===== src/rtl/serial_tx_scheduler_if.sv =====
// Requester, baud and serial-line bundle for the two-source transmit scheduler.
// master drives requests and the baud tick; slave is the scheduler itself.
interface serial_tx_scheduler_if #(
    parameter int DATA_BITS = 8
);

    logic                 BaudTick;
    logic                 Req0;
    logic [DATA_BITS-1:0] Data0;
    logic                 Ack0;
    logic                 Req1;
    logic [DATA_BITS-1:0] Data1;
    logic                 Ack1;
    logic                 TxOut;
    logic                 Busy;
    logic                 ActiveSrc;

    modport master (
        output BaudTick,
        output Req0,
        output Data0,
        output Req1,
        output Data1,
        input  Ack0,
        input  Ack1,
        input  TxOut,
        input  Busy,
        input  ActiveSrc
    );

    modport slave (
        input  BaudTick,
        input  Req0,
        input  Data0,
        input  Req1,
        input  Data1,
        output Ack0,
        output Ack1,
        output TxOut,
        output Busy,
        output ActiveSrc
    );

endinterface


===== src/rtl/serial_tx_scheduler.sv =====
// Round-robin scheduler for two byte sources feeding one 8N1 serial line.
// Bit timing is taken from the external BaudTick pulse.
module serial_tx_scheduler #(
    parameter int DATA_BITS = 8
) (
    input  logic                  Clock,
    input  logic                  Reset,
    serial_tx_scheduler_if.slave  bus
);

    localparam int CW = (DATA_BITS > 1) ? $clog2(DATA_BITS) : 1;
    localparam logic [CW-1:0] LAST_BIT = CW'(DATA_BITS - 1);

    localparam logic [2:0] S_IDLE  = 3'd0;
    localparam logic [2:0] S_SYNC  = 3'd1;
    localparam logic [2:0] S_START = 3'd2;
    localparam logic [2:0] S_DATA  = 3'd3;
    localparam logic [2:0] S_STOP  = 3'd4;

    logic [2:0]           r_state;
    logic [DATA_BITS-1:0] r_shift;
    logic [CW-1:0]        r_cnt;
    logic                 r_tx;
    logic                 r_ack0;
    logic                 r_ack1;
    logic                 r_last_grant;
    logic                 r_active_src;

    logic                 w_tick;
    logic                 w_any_req;
    logic                 w_pick1;
    logic                 w_capture;
    logic [2:0]           w_state_nxt;
    logic [DATA_BITS-1:0] w_shift_nxt;
    logic [CW-1:0]        w_cnt_nxt;
    logic                 w_tx_nxt;

    assign w_tick    = bus.BaudTick;
    assign w_any_req = bus.Req0 | bus.Req1;

    // On a tie the requester that did not win last time goes first.
    assign w_pick1 = bus.Req1 & (~bus.Req0 | ~r_last_grant);

    always_comb begin
        w_state_nxt = r_state;
        w_shift_nxt = r_shift;
        w_cnt_nxt   = r_cnt;
        w_tx_nxt    = r_tx;
        w_capture   = 1'b0;
        case (r_state)
            S_IDLE: begin
                w_tx_nxt = 1'b1;
                if (w_any_req) begin
                    w_capture   = 1'b1;
                    w_shift_nxt = w_pick1 ? bus.Data1 : bus.Data0;
                    w_state_nxt = S_SYNC;
                end
            end
            S_SYNC: begin
                if (w_tick) begin
                    w_tx_nxt    = 1'b0;
                    w_state_nxt = S_START;
                end
            end
            S_START: begin
                if (w_tick) begin
                    w_tx_nxt    = r_shift[0];
                    w_shift_nxt = r_shift >> 1;
                    w_cnt_nxt   = '0;
                    w_state_nxt = S_DATA;
                end
            end
            S_DATA: begin
                if (w_tick) begin
                    if (r_cnt == LAST_BIT) begin
                        w_tx_nxt    = 1'b1;
                        w_state_nxt = S_STOP;
                    end else begin
                        w_tx_nxt    = r_shift[0];
                        w_shift_nxt = r_shift >> 1;
                        w_cnt_nxt   = r_cnt + 1'b1;
                    end
                end
            end
            S_STOP: begin
                if (w_tick) begin
                    w_state_nxt = S_IDLE;
                end
            end
            default: begin
                w_tx_nxt    = 1'b1;
                w_state_nxt = S_IDLE;
            end
        endcase
    end

    always_ff @(posedge Clock or posedge Reset) begin
        if (Reset) begin
            r_state <= S_IDLE;
            r_shift <= '0;
            r_cnt   <= '0;
            r_tx    <= 1'b1;
        end else begin
            r_state <= w_state_nxt;
            r_shift <= w_shift_nxt;
            r_cnt   <= w_cnt_nxt;
            r_tx    <= w_tx_nxt;
        end
    end

    // Acks land in the SYNC cycle, so a still-high Req cannot be taken twice.
    always_ff @(posedge Clock or posedge Reset) begin
        if (Reset) begin
            r_ack0       <= 1'b0;
            r_ack1       <= 1'b0;
            r_last_grant <= 1'b1;
            r_active_src <= 1'b0;
        end else begin
            r_ack0 <= w_capture & ~w_pick1;
            r_ack1 <= w_capture &  w_pick1;
            if (w_capture) begin
                r_last_grant <= w_pick1;
                r_active_src <= w_pick1;
            end
        end
    end

    assign bus.TxOut     = r_tx;
    assign bus.Ack0      = r_ack0;
    assign bus.Ack1      = r_ack1;
    assign bus.Busy      = (r_state != S_IDLE);
    assign bus.ActiveSrc = r_active_src;

endmodule

===== src/flat_wrapper.sv =====
// flat-port wrapper written by rule: the top's interface ports become plain ports
module serial_tx_scheduler_flat 
#(
    parameter int DATA_BITS = 8
)
  (Clock, Reset, bus_BaudTick, bus_Req0, bus_Data0, bus_Req1, bus_Data1, bus_Ack0, bus_Ack1, bus_TxOut, bus_Busy, bus_ActiveSrc);
  serial_tx_scheduler_if #(.DATA_BITS(DATA_BITS)) bus_i ();
  input  logic Clock;
  input  logic Reset;
  input wire logic [$bits(bus_i.BaudTick)-1:0] bus_BaudTick;
  input wire logic [$bits(bus_i.Req0)-1:0] bus_Req0;
  input wire logic [$bits(bus_i.Data0)-1:0] bus_Data0;
  input wire logic [$bits(bus_i.Req1)-1:0] bus_Req1;
  input wire logic [$bits(bus_i.Data1)-1:0] bus_Data1;
  output wire logic [$bits(bus_i.Ack0)-1:0] bus_Ack0;
  output wire logic [$bits(bus_i.Ack1)-1:0] bus_Ack1;
  output wire logic [$bits(bus_i.TxOut)-1:0] bus_TxOut;
  output wire logic [$bits(bus_i.Busy)-1:0] bus_Busy;
  output wire logic [$bits(bus_i.ActiveSrc)-1:0] bus_ActiveSrc;
  assign bus_i.BaudTick = bus_BaudTick;
  assign bus_i.Req0 = bus_Req0;
  assign bus_i.Data0 = bus_Data0;
  assign bus_i.Req1 = bus_Req1;
  assign bus_i.Data1 = bus_Data1;
  assign bus_Ack0 = bus_i.Ack0;
  assign bus_Ack1 = bus_i.Ack1;
  assign bus_TxOut = bus_i.TxOut;
  assign bus_Busy = bus_i.Busy;
  assign bus_ActiveSrc = bus_i.ActiveSrc;
  serial_tx_scheduler #(.DATA_BITS(DATA_BITS)) u_core (.Clock(Clock), .Reset(Reset), .bus(bus_i));
endmodule

===== config.mk =====
export PLATFORM = sky130hd
export DESIGN_NAME = serial_tx_scheduler_flat
export DESIGN_NICKNAME = d
export VERILOG_FILES = /design/src/rtl/serial_tx_scheduler_if.sv /design/src/rtl/serial_tx_scheduler.sv /design/src/flat_wrapper.sv
export SDC_FILE = /design/constraint.sdc
export NUM_CORES = 1
export LEC_CHECK = 0
export CAP_MARGIN = 20
export CORE_ASPECT_RATIO = 1.2
export CORE_MARGIN = 5
export CORE_UTILIZATION = 53
export CTS_CLUSTER_SIZE = 10
export DETAILED_ROUTE_END_ITERATION = 16
export HOLD_SLACK_MARGIN = 0.03
export PLACE_DENSITY = 0.8
export SYNTH_ARGS = -nofsm -noshare
export SYNTH_HDL_FRONTEND = slang
export SYNTH_SLANG_ARGS = --single-unit

===== constraint.sdc =====
create_clock -name Clock -period 3 [get_ports Clock]
set_clock_uncertainty 0.15 [all_clocks]
set_input_delay 0.75 -clock Clock [delete_from_list [all_inputs] [get_ports Clock]]
set_output_delay 0.75 -clock Clock [all_outputs]
set_load 0.01 [all_outputs]

==> flow_summary.json, run 1 <==
{
  "diodes": 0,
  "yosys-top-cells-area": "dfrtp_1, o31ai_1, o221ai_1, a221oi_1, and2_1",
  "leakage_uw": 0.0005697,
  "placementRows": 18,
  "ir_drop_mv": 0.5136,
  "syn_to_final_growth_pct": 22.54,
  "timing.rr.start": "u_core.r_cnt[0]",
  "die_area_mm2": 0.003165,
  "clkLatencyLatePin_ns": 0.30,
  "fin_crit_sh_pct": 91.74,
  "grt_max_degree": 20,
  "postCtsResizedCells": 0,
  "status": "finished clean",
  "globalplace.congestion": 0.7186,
  "holdPathStages": 1,
  "pin_count": 26,
  "syn_nets": 132,
  "yosysTopAreaCell": "dfrtp_1",
  "cts.sinks": 19,
  "whs_endpoint": "u_core.bus.ActiveSrc",
  "cts_buffers": 3,
  "cts_tree": "yes",
  "fill_cells": 150,
  "synth.top_cell.area_share_pct": 37.57,
  "vias": 952,
  "synth_area_mm2": 0.001132,
  "drive_above_1_share_pct": 10.08,
  "ant_nets": 0,
  "fin_util_pct": 67.70,
  "cp_top_family": "buffers and inverters",
  "r2r_slack_ns": 1.02,
  "place_ws_ns": 0.4618,
  "yosysSeqAreaShare_pct": 42.21,
  "maxSlewViolCount": 0,
  "path_clk_slew_ns": 0.11,
  "gr-usage-all-layers_pct": 16.64,
  "fin_cells": 159,
  "setup_viol": 0,
  "yosysMostFrequentCell": "dfrtp_1",
  "holdCritStartpoint": "u_core.bus.ActiveSrc",
  "crit_path_end_kind": "primary output",
  "start_util_pct": 55.25,
  "postCtsHoldBufs": 0,
  "detail_route.first_pass.iterations": 4,
  "core-area_mm2": 0.002049,
  "clock_path_buffers": 2,
  "multiInputGateArea_um2": 575.6,
  "worstPathCellList": "nor3_4 > inv_2 > clkdlybuf4s50_1",
  "max_freq_mhz": 363.4,
  "path_class": "flop to primary output",
  "synth.top_cells.by_count": "dfrtp_1, o31ai_1, and2_1, nor2_1, o221ai_1",
  "cp_max_fo": 13,
  "synth_cell_type_count": 36,
  "wl_per_cell_um": 14.36,
  "ys_async_sr_fraction_pct": 100.0,
  "worstPathRequired_ns": 2.10,
  "seqCellArea_um2": 478.0,
  "routed_wirelength_mm": 2.283,
  "critPathSlowestCell": "dfrtp_1",
  "worstPathArrival_ns": 1.85,
  "synth-edff-count": 0,
  "finalCriticalPeriod_ns": 2.752,
  "reg2reg_to": "u_core.r_shift[6]",
  "synth_ff_type": "dfrtp_1",
  "hold_violations": 0,
  "nNetsFinal": 153,
  "maxCapViolCount": 0,
  "die_x_um": 52.20,
  "grt_pass1_vias": 900,
  "port_buffers": 25,
  "cts_setup_buffers": 0,
  "antenna_found_initial": 0,
  "die_h_um": 60.64,
  "ys_ff_latch": 19,
  "fin_ws_ns": 0.2479,
  "path_buf_inv": 2,
  "drt_iter0_markers": 25,
  "crit_path_start_kind": "flop",
  "root_buffer": "clkbuf_4",
  "dp.cells": 155,
  "rr_worst_depth": 5,
  "syn_avg_cell_area_um2": 10.39,
  "grt_pass1_wl_mm": 3.905,
  "h-tree-depth": 1,
  "relSlewSlack_pct": 54.43,
  "ys_warn_count": 0,
  "power.density_cell_area_mw_per_mm2": 706.2,
  "hp-class": "flop to flop",
  "grt_setup_unrepaired": "no",
  "dp_hpwl_mm": 1.750,
  "tns_ns": 0,
  "tightest_slew_ns": 0.6829,
  "route.detailed.drc": 0,
  "cpPeakStageDelay_ns": 0.57,
  "viasPerCell": 5.987,
  "overflow": 0,
  "netlist_instances": 109
}
[metrics by stage]
step	hold slack [ns]	instance area (um^2)	power, uW
after floorplan	0.3271	1132	748.5
after global placement	0.3131	1360	831.7
after detailed placement	0.3173	1360	854.8
after CTS	0.3427	1388	985.4
after global routing	0.3776	1388	1063
final	0.3402	1388	980.0
[cell type report]
cell class	instances	share of cell area, %
tap	30	2.705
clock buffer	3	1.623
timing repair buffer	26	18.58
multi-input combinational	77	41.48
clock inverter	1	0.3607
inverter	3	0.8115
sequential	19	34.45
[flip-flops by register name, indices dropped and copies added (netlist names)]
name,flops
u_core.r_shift,8
u_core.r_state,3
u_core.r_cnt,3
u_core.bus.Ack1,1
u_core.bus.Ack0,1
u_core.bus.ActiveSrc,1
u_core.bus.TxOut,1
u_core.r_last_grant,1
[logic make-up after synthesis]
kind of cell / count (synthesis) / share of synthesized area, %
and+or+nand+nor: 34 / 18.90
buffers and inverters: 13 / 6.961
adders and majority gates: 2 / 2.210
AOI/OAI and AO/OA: 39 / 27.85
muxes: 2 / 1.878
DFF: 19 / 42.21
[worst max path at each step]
stage,slack [ns],startpoint,endpoint,cells after the start
2_1_floorplan,1.10,bus_BaudTick,u_core.r_cnt[0],5
3_3_place_gp,0.52,bus_Req1,u_core.r_shift[0],4
3_5_place_dp,0.46,bus_Req1,u_core.r_shift[0],4
4_1_cts,0.26,u_core.r_state[1],bus_Busy,3
5_1_grt,0.17,u_core.r_state[1],bus_Busy,3
6_report,0.25,u_core.r_state[1],bus_Busy,3
[routing by layer]
metal | routed length (um) | global-route usage (%)
met2 | 1121 | 27.65
met1 | 935 | 20.09
met4 | 71 | 10.58
met5 | 0 | 0
met3 | 155 | 2.703
[placed cells by master (no fill, tap or decap)]
cell             instances
nor3b_1                  1
o211a_1                  1
a21o_1                   1
nor2_1                   9
dfstp_2                  2
nand2b_1                 3
mux2i_1                  1
buf_4                    1
inv_2                    1
or3_1                    1
nand3b_4                 1
o22a_2                   1
clkdlybuf4s50_1         25
nor2b_1                  3
a221oi_1                 7
a21bo_2                  1
clkbuf_4                 3
a21oi_1                  4
inv_1                    2
a311oi_1                 1
nand2_1                  2
nor4b_1                  1
clkinv_2                 1
a31oi_1                  1
and2_1                   9
o221ai_1                 8
o311ai_0                 1
o31ai_1                 10
nor3_4                   1
dfrtp_1                 17
and4_1                   1
a41o_1                   1
ha_1                     2
a22o_1                   2
mux2_2                   1
nor3_1                   1
or2_1                    1
[worst reg2reg max path, delay by kind of cell (launching register included)]
kind            cells  cell delay [ns]
compound gates      2             0.59
fa+ha+maj           2             0.45
flops               1             0.42
simple gates        1             0.28
[power by group]
part | switching, uW | total [uW] | internal, uW
Combinational | 203 | 409 | 206
Sequential | 86.2 | 440 | 354
Clock | 80.8 | 131 | 49.8
Total | 369 | 980 | 611
Power figures use the tool's default switching activity.
==> run 2: changes to the inputs <==
Settings changed: CAP_MARGIN 20 to 40.
==> results of run 2 <==
No change in the layout: final DEF, timing and power equal those of run 1.
==> run 3: changes to the inputs <==
Settings changed: CELL_PAD_IN_SITES_DETAIL_PLACEMENT from default to 1, CELL_PAD_IN_SITES_GLOBAL_PLACEMENT from default to 2, CORE_ASPECT_RATIO 1.2 to default, CORE_UTILIZATION 53 to 33, PLACE_DENSITY 0.8 to 0.79, SKIP_CTS_REPAIR_TIMING from default to 1.
==> run 3 against run 2 <==
Compared with the run above: clock-buffer cell count unchanged; worst hold slack better by 0.0078 ns; clock power grew 5%; register-to-register slack worse by 0.07 ns; die area is 49% higher; cell count is 11% higher; combinational power rose by 7.6%; routed wire length is 25% higher; global-route usage is 2.9 points lower; sequential power fell by 3%; worst setup slack better by 0.018 ns; non-clock buffer count up 1; critical path type unchanged; highest routed layer unchanged.
==> flow_summary.json, run 3 (synthesis gave the netlist of run 1 again) <==
{
  "status": "finished clean",
  "seqCellArea_um2": 478.0,
  "power.net_switching_uw": 385.8,
  "cp_top_family": "buffers and inverters",
  "detail_route.first_pass.iterations": 4,
  "seqPwrFrac_pct": 42.5,
  "worstPathArrival_ns": 1.83,
  "hp-class": "flop to flop",
  "nNetsFinal": 154,
  "largest_register": "u_core.r_shift",
  "top_regs": "u_core.r_shift x8, u_core.r_cnt x3, u_core.r_state x3",
  "holdCritStartpoint": "u_core.bus.ActiveSrc",
  "diodes": 0,
  "crit_path_start_kind": "flop",
  "grt_pass1_vias": 1057,
  "fin_crit_sh_pct": 91.12,
  "grt_max_degree": 20,
  "power_frac_comb_pct": 43.9,
  "largest_reg_flops": 8,
  "reg2reg_to": "u_core.r_shift[3]",
  "globalplace.congestion": 0.7584,
  "grt_pass1_wl_mm": 4.912,
  "clkLatencyLatePin_ns": 0.30,
  "cts_tree": "yes",
  "overflow": 0,
  "cts_buffers": 3,
  "die_h_um": 68.58,
  "vias": 978,
  "drive_above_1_share_pct": 10.77,
  "routed_wirelength_mm": 2.844,
  "die_x_um": 68.58,
  "placementRows": 21,
  "mostFrequentLayoutCell": "clkdlybuf4s50_1",
  "multiInputGateArea_um2": 575.6,
  "tns_ns": 0,
  "port_buffers": 25,
  "path_class": "flop to primary output",
  "clock_path_buffers": 2,
  "grt_setup_unrepaired": "no",
  "intPower_uw": 617.5,
  "path_clk_slew_ns": 0.12,
  "r2r_slack_ns": 0.95,
  "clkPwrFrac_pct": 13.7,
  "path_buf_inv": 2,
  "switching_share_pct": 38.45,
  "max_freq_mhz": 365.8,
  "dp_hpwl_mm": 2.153,
  "viasPerCell": 5.557,
  "ir_drop_mv": 0.1923,
  "wl_per_cell_um": 16.16,
  "whs_endpoint": "u_core.bus.ActiveSrc",
  "start_util_pct": 33.93,
  "drt_iter0_markers": 48,
  "crit_path_end_kind": "primary output",
  "fill_cells": 406,
  "place_area_mm2": 0.001388,
  "worstPathRequired_ns": 2.10,
  "maxSlewViolCount": 0,
  "cpPeakStageDelay_ns": 0.54,
  "cts.sinks": 19,
  "core-area_mm2": 0.003337,
  "cp_max_fo": 11,
  "holdPathStages": 1,
  "leakage_uw": 0.0005740,
  "ant_nets": 0,
  "critPathSlowestCell": "dfrtp_1",
  "timing.rr.start": "u_core.r_cnt[0]",
  "antenna_found_initial": 0,
  "power.density_cell_area_mw_per_mm2": 709.0,
  "final_cell_mix": "clkdlybuf4s50_1, dfrtp_1, o31ai_1",
  "hold_violations": 0,
  "setup_viol": 0,
  "finalCriticalPeriod_ns": 2.734,
  "worstPathCellList": "nor3_4 > inv_2 > clkdlybuf4s50_1",
  "gr-usage-all-layers_pct": 13.78,
  "route.detailed.drc": 0,
  "relSlewSlack_pct": 51.12,
  "syn_to_final_growth_pct": 24.97,
  "rr_worst_depth": 5,
  "pin_count": 26,
  "h-tree-depth": 1,
  "tightest_slew_ns": 0.7323,
  "maxCapViolCount": 0,
  "die_area_mm2": 0.004703,
  "finalInstanceArea_mm2": 0.001415,
  "root_buffer": "clkbuf_4"
}
==> run 3: cell count changes in the layout (fill, tap and decap cells not counted) <==
cell,before,now
buf_4,1,2
==> run 3: stage by stage <==
step	std cells	setup slack [ns]	hold slack, ns	total power [uW]	utilization, %
CTS	176	0.2433	0.3574	1017	42.41
detailed placement	172	0.4132	0.3288	876.1	41.58
global route	176	0.1571	0.3966	1090	42.41
global placement	172	0.4970	0.3152	851.8	41.58
finish	176	0.2663	0.3480	1003	42.41
floorplan	109	1.097	0.3271	748.5	-
==> run 3: worst reg2reg max path: stages (launching register included) <==
cell and delay (ns):
dfrtp_1 0.41, ha_1 0.20, ha_1 0.25, and2_1 0.30, o22a_2 0.33, o31ai_1 0.30
==> run 3: worst max-delay path by stage <==
stage                        endpoint  depth (start not counted)  slack (ns)         startpoint
global placement    u_core.r_shift[1]                          4        0.50           bus_Req1
CTS                          bus_Busy                          3        0.24  u_core.r_state[0]
global route                 bus_Busy                          3        0.16  u_core.r_state[0]
floorplan             u_core.r_cnt[0]                          5        1.10       bus_BaudTick
detailed placement  u_core.r_shift[0]                          4        0.41           bus_Req1
finish                       bus_Busy                          3        0.27  u_core.r_state[0]
==> run 3: power by group through the flow <==
stage	Combinational [uW]	Sequential, uW	Clock [uW]
CTS	448	425	143
global route	499	437	153
global placement	429	423	0
floorplan	334	415	0
finish	440	426	137
detailed placement	445	431	0
==> run 3: layout make-up <==
cell class	instances	share of cell area, %
clock buffer	3	1.592
clock inverter	1	0.3537
inverter	3	0.7958
multi-input combinational	77	40.67
sequential	19	33.78
tap	46	4.067
timing repair buffer	27	18.74
==> run 3: layer usage <==
layer  vias to the layer above  routed length [um]  GRT usage (%)
met2                        26                1365          22.65
met1                       485                1355          18.33
li1                        465                   -              -
met3                         2                 103          1.783
met4                         0                  19          5.211
met5                         -                   0              0
